$ cat config.mk
export PLATFORM = sky130hd
export DESIGN_NAME = enet_pll_supervisor
export DESIGN_NICKNAME = d
export VERILOG_FILES = /design/src/rtl/enet_pll_supervisor.sv
export SDC_FILE = /design/constraint.sdc
export NUM_CORES = 1
export LEC_CHECK = 0
export CORE_ASPECT_RATIO = 1.75
export CORE_UTILIZATION = 30
export DETAILED_ROUTE_END_ITERATION = 10
export HOLD_SLACK_MARGIN = 0.1
export PLACE_DENSITY_LB_ADDON = 0.3
export SYNTH_ARGS = -nofsm -noshare
export SYNTH_HDL_FRONTEND = slang
export SYNTH_SLANG_ARGS = --single-unit
$ cat constraint.sdc
create_clock -name clk -period 3.1 [get_ports clk]
set_input_delay 0.62 -clock clk [delete_from_list [all_inputs] [get_ports clk]]
set_output_delay 0.62 -clock clk [all_outputs]
set_load 0.03 [all_outputs]
$ cat src/rtl/enet_pll_supervisor.sv
// rtl/enet_pll_supervisor.sv - Ethernet PLL lock supervisor and reset sequencer
// Drives pll_areset, qualifies pll_locked, retries on timeout and exposes an Avalon-MM register file.
module enet_pll_supervisor #(
  parameter int RESET_CYCLES = 64,
  parameter int LOCK_FILTER  = 16,
  parameter int LOCK_TIMEOUT = 65535,
  parameter int MAX_RETRIES  = 3
) (
  input  logic        clk,
  input  logic        reset,
  input  logic [2:0]  address,
  input  logic        chipselect,
  input  logic        read,
  input  logic        write,
  input  logic [15:0] writedata,
  output logic [15:0] readdata,
  input  logic        pll_locked,
  output logic        pll_areset,
  output logic        resetrequest,
  output logic        irq
);

  localparam int RCW = $clog2(RESET_CYCLES + 1);
  localparam int FW  = $clog2(LOCK_FILTER + 1);
  localparam int TW  = $clog2(LOCK_TIMEOUT + 1);

  localparam logic [RCW-1:0] RST_LAST  = RCW'(RESET_CYCLES - 1);
  localparam logic [FW-1:0]  FILT_LAST = FW'(LOCK_FILTER - 1);
  localparam logic [TW-1:0]  TMO_LAST  = TW'(LOCK_TIMEOUT - 1);
  localparam logic [2:0]     RETRY_MAX = 3'(MAX_RETRIES);

  typedef enum logic [1:0] {
    ST_ASSERT_RST = 2'd0,
    ST_WAIT_LOCK  = 2'd1,
    ST_LOCKED     = 2'd2,
    ST_FAULT      = 2'd3
  } state_t;

  state_t           r_state;
  state_t           w_state_nxt;
  logic             r_lk_meta;
  logic             r_lk_s;
  logic [RCW-1:0]   r_rst_cnt;
  logic [FW-1:0]    r_filt;
  logic [TW-1:0]    r_tmo;
  logic [2:0]       r_retry;
  logic             r_pll_areset;
  logic             r_resetrequest;
  logic             r_irq;
  logic             r_auto_relock;
  logic [1:0]       r_irq_mask;
  logic [15:0]      r_loss_cnt;
  logic [1:0]       r_irq_status;

  logic             w_wr;
  logic             w_wr_ctrl;
  logic             w_wr_loss;
  logic             w_wr_irq;
  logic             w_force;
  logic             w_lock;
  logic             w_timeout;
  logic             w_loss;
  logic [2:0]       w_retry_inc;
  logic             w_retry_exhausted;
  logic             w_set_fault;
  logic [1:0]       w_irq_clr;
  logic             w_unused;

  assign w_wr      = chipselect & write;
  assign w_wr_ctrl = w_wr && (address == 3'd1);
  assign w_wr_loss = w_wr && (address == 3'd2);
  assign w_wr_irq  = w_wr && (address == 3'd3);
  assign w_force   = w_wr_ctrl && writedata[0];

  // Lock wins over a coincident timeout: the filter has already seen its last good cycle.
  assign w_lock            = (r_state == ST_WAIT_LOCK) && r_lk_s && (r_filt == FILT_LAST);
  assign w_timeout         = (r_state == ST_WAIT_LOCK) && !w_lock && (r_tmo == TMO_LAST);
  assign w_loss            = (r_state == ST_LOCKED) && !r_lk_s;
  assign w_retry_inc       = r_retry + 3'd1;
  assign w_retry_exhausted = (w_retry_inc >= RETRY_MAX);
  assign w_set_fault       = !w_force && ((w_timeout && w_retry_exhausted) ||
                                          (w_loss && !r_auto_relock));
  assign w_irq_clr         = w_wr_irq ? writedata[1:0] : 2'b00;
  assign w_unused          = ^{writedata[15:4], read};

  always_comb begin
    w_state_nxt = r_state;
    case (r_state)
      ST_ASSERT_RST: if (r_rst_cnt == RST_LAST) w_state_nxt = ST_WAIT_LOCK;
      ST_WAIT_LOCK: begin
        if (w_lock)         w_state_nxt = ST_LOCKED;
        else if (w_timeout) w_state_nxt = w_retry_exhausted ? ST_FAULT : ST_ASSERT_RST;
      end
      ST_LOCKED:     if (w_loss) w_state_nxt = r_auto_relock ? ST_ASSERT_RST : ST_FAULT;
      default:       w_state_nxt = ST_FAULT;
    endcase
    if (w_force) w_state_nxt = ST_ASSERT_RST;
  end

  always_ff @(posedge clk) begin
    if (reset) begin
      r_lk_meta      <= 1'b0;
      r_lk_s         <= 1'b0;
      r_state        <= ST_ASSERT_RST;
      r_rst_cnt      <= '0;
      r_filt         <= '0;
      r_tmo          <= '0;
      r_retry        <= 3'd0;
      r_pll_areset   <= 1'b1;
      r_resetrequest <= 1'b1;
    end else begin
      r_lk_meta      <= pll_locked;
      r_lk_s         <= r_lk_meta;
      r_state        <= w_state_nxt;
      r_pll_areset   <= (w_state_nxt == ST_ASSERT_RST) || (w_state_nxt == ST_FAULT);
      r_resetrequest <= (w_state_nxt != ST_LOCKED);

      // A forced reset while already in ASSERT_RST counts as a fresh entry.
      if ((r_state == ST_ASSERT_RST) && (w_state_nxt == ST_ASSERT_RST) && !w_force)
        r_rst_cnt <= r_rst_cnt + 1'b1;
      else
        r_rst_cnt <= '0;

      if ((r_state == ST_WAIT_LOCK) && (w_state_nxt == ST_WAIT_LOCK)) begin
        r_filt <= r_lk_s ? r_filt + 1'b1 : '0;
        r_tmo  <= r_tmo + 1'b1;
      end else begin
        r_filt <= '0;
        r_tmo  <= '0;
      end

      if (w_force || w_lock) r_retry <= 3'd0;
      else if (w_timeout)    r_retry <= w_retry_inc;
    end
  end

  always_ff @(posedge clk) begin
    if (reset) begin
      r_auto_relock <= 1'b1;
      r_irq_mask    <= 2'b00;
      r_loss_cnt    <= 16'h0000;
      r_irq_status  <= 2'b00;
      r_irq         <= 1'b0;
    end else begin
      if (w_wr_ctrl) begin
        r_auto_relock <= writedata[1];
        r_irq_mask    <= writedata[3:2];
      end

      if (w_wr_loss)
        r_loss_cnt <= 16'h0000;
      else if (w_loss && (r_loss_cnt != 16'hFFFF))
        r_loss_cnt <= r_loss_cnt + 16'd1;

      r_irq_status <= (r_irq_status & ~w_irq_clr) | {w_set_fault, w_loss};
      r_irq        <= |(r_irq_status & r_irq_mask);
    end
  end

  always_comb begin
    readdata = 16'h0000;
    case (address)
      3'd0:    readdata = {8'h00, r_retry, r_state, r_lk_s,
                           (r_state == ST_FAULT), (r_state == ST_LOCKED)};
      3'd1:    readdata = {12'h000, r_irq_mask, r_auto_relock, 1'b0};
      3'd2:    readdata = r_loss_cnt;
      3'd3:    readdata = {14'h0000, r_irq_status};
      default: readdata = 16'h0000;
    endcase
  end

  assign pll_areset   = r_pll_areset;
  assign resetrequest = r_resetrequest;
  assign irq          = r_irq;

endmodule

==> qor.csv <==
metric,value,unit
status,finished clean,
grt_pass1_wl,12120,um
worstMarginPinSlew,0.6377,ns
slew_viol_final,0,
slowest_delay,0.59,ns
fin_cells,519,
ir_worst_vdd,0.2800,mV
crit_path_top_delay_cell,clkdlybuf4s50_1,
track_usage,0.1487,
clock-sinks,59,
synthToLayoutAreaGrowth,25.60,%
clock_latency,0.33,ns
worstPathMaxFanout,2,
min_path_type,flop to flop,
drt.antenna.violating_nets,0,
wire_per_inst,14.00,um
crit_arrival,2.34,ns
maxCapViolations,0,
setup.worst_path.end_class,output pin,
crit_path_frequent_cell,clkdlybuf4s50_1,
clk_pin_slew,0.05,ns
clk_path_buf_depth,2,
synth.cell_area,2982,um2
powerDensity,494.8,nW/um2
vias,2707,
ys_warn_count,0,
setup_viol,0,
yosysTopAreaCell,dfxtp_1,
final_hold_viol_count,0,
ys_types,48,
antenna_found_initial,0,
cp-start-kind,input port,
cts_setup_buffers,0,
netlist_instances,349,
ys_seq_area_frac,0.3961,
die_x,77.36,um
cts_inserted_buffers,9,
relSlewSlack,0.5709,
drtIter0Drc,121,
nets,428,
ios,44,
crit_type,input port to output pin,
via_per_inst,5.216,
port-buffer-count,30,
fin_crit_sh,0.9541,
placed_cells,503,
dieArea,10360,um2
leakage,1.316,nW
core,9585,um2
routed_wl,7266,um
cts_resized,0,
clock_skew,0.006599,ns
worstPathCellList,clkdlybuf4s50_1 > mux4_2 > nor2b_1 > clkdlybuf4s50_1,
synth_async_sr_flop_share,0,
max_freq,338.1,MHz
syn_nets,385,
layout_common_cells,"dfxtp_1 (59), nor2_1 (35), a21oi_1 (30), buf_4 (26), nand3_1 (19)",
synth_top_cells_by_area,"dfxtp_1 (40%), a21oi_1 (5.0%), ha_1 (4.6%), nor2_1 (4.4%), nand3_1 (3.2%)",
worstPathRequired,2.48,ns
cts-root-buf,clkbuf_16,
synth_area_per_cell,8.543,um2
rsz0062_at_grt,no,
drive_above_1_share,0.1234,
cts_tree,done,
grt_pass1_vias,2594,
hpwl,5458,um
postCtsHoldBufs,0,
drc,0,
synth_edf_count,0,
layout_commonest_cell,dfxtp_1,
die_h,133.9,um
grt_overflow_total,0,
gp_congestion,0.7942,
period_needed,2.958,ns
cts_max_level,3,
finalSetupTns,0,ns
netlist.area_leader.share,0.3961,
ys_seq_elements,59,
grt_max_degree,17,
dr.pass1.iters,4,
start_util,0.3111,
synthFlopType,dfxtp_1,
antenna_cells,0,
rows,47,
[layout make-up]
cell class,count,area [um2]
fillers,965,5841
multi-input cells,270,1713
flip-flops and latches,59,1181
repair buffers,42,365.4
clock buffers,11,242.7
well taps,122,152.6
clock inverters,5,52.55
inverters,10,37.54
[worst max-delay path: cells and delay by family]
| kind | cells | cell delay [ns] |
|---|---|---|
| simple gates | 1 | 0.14 |
| mux | 1 | 0.49 |
| buf+inv | 2 | 1.09 |
[path summary, 6_finish.rpt]
check,from,endpoint,slack (ns),cells past startpoint
worst max register to register,r_filt[0]$_SDFF_PP0_,r_rst_cnt[5]$_SDFF_PP0_,0.49,11
worst min-delay path,r_lk_meta$_SDFF_PP0_,r_lk_s$_SDFF_PP0_,0.45,1
worst max-delay path,address[1],readdata[1],0.14,4
worst min register to register,r_lk_meta$_SDFF_PP0_,r_lk_s$_SDFF_PP0_,0.45,1
[where the power goes]
| group | internal, W | total (W) | leakage [nW] | switching, W |
|---|---|---|---|---|
| registers | 0.000770 | 0.000779 | 0.476 | 0.00000932 |
| clock network | 0.000638 | 0.000974 | 0.145 | 0.000336 |
| logic | 0.0000461 | 0.0000996 | 0.694 | 0.0000536 |
[flip-flops by register name (all words and copies together), names as in the netlist]
name           count
r_loss_cnt        16
r_tmo             16
r_rst_cnt          7
r_filt             5
r_retry            3
r_irq_mask         2
r_irq_status       2
r_state            2
irq                1
pll_areset         1
r_auto_relock      1
r_lk_meta          1
r_lk_s             1
resetrequest       1
[kinds of logic (layout without fill, tap and decap cells)]
group,after synthesis,after routing,share of synthesized area
AOI/OAI and AO/OA,67,67,0.1334
xor gates and xnor gates,17,17,0.04994
adders and majority gates,11,11,0.04616
buffers and inverters,20,68,0.02937
DFF,59,59,0.3961
muxes,11,11,0.04154
and+or+nand+nor,164,164,0.3034
[Yosys cell counts, drive strengths merged (2+ instances only)]
master	count
xnor2	7
buf	4
dfxtp	59
a21oi	30
nor3	6
or2	3
nand2b	4
a21o	2
a31oi	3
or3	14
clkbuf	6
nand3b	2
nor2b	8
o22ai	2
nor3b	4
nand4	11
nand2	17
and4	3
nand3	19
mux2i	9
inv	10
nor4	5
ha	11
xor2	10
o21ai	14
and2	12
nor2	35
and3	7
o31ai	8
or4	10
[stage by stage]
step / total power [W] / cell area [um2] / hold slack [ns] / worst slack [ns] / utilization
5_1_grt: 0.001926 / 3745 / 0.4725 / 0.05449 / 0.3907
6_report: 0.001853 / 3745 / 0.4462 / 0.1423 / 0.3907
3_5_place_dp: 0.0008938 / 3450 / 0.4413 / 0.1389 / 0.3599
4_1_cts: 0.001881 / 3745 / 0.4498 / 0.1347 / 0.3907
3_3_place_gp: 0.0008928 / 3450 / 0.4321 / 0.1248 / 0.3599
2_1_floorplan: 0.0008520 / 2982 / 0.4138 / 0.3818 / -
[routing by layer]
metal,up-vias,wire length [um],track usage,part of all wire
li1,1356,-,-,-
met1,1283,2834,0.1481,0.39
met2,55,4039,0.2827,0.56
met3,13,235,0.03265,0.032
met4,0,158,0.07442,0.022
met5,-,0,0,0
Power figures use the tool's default switching activity.
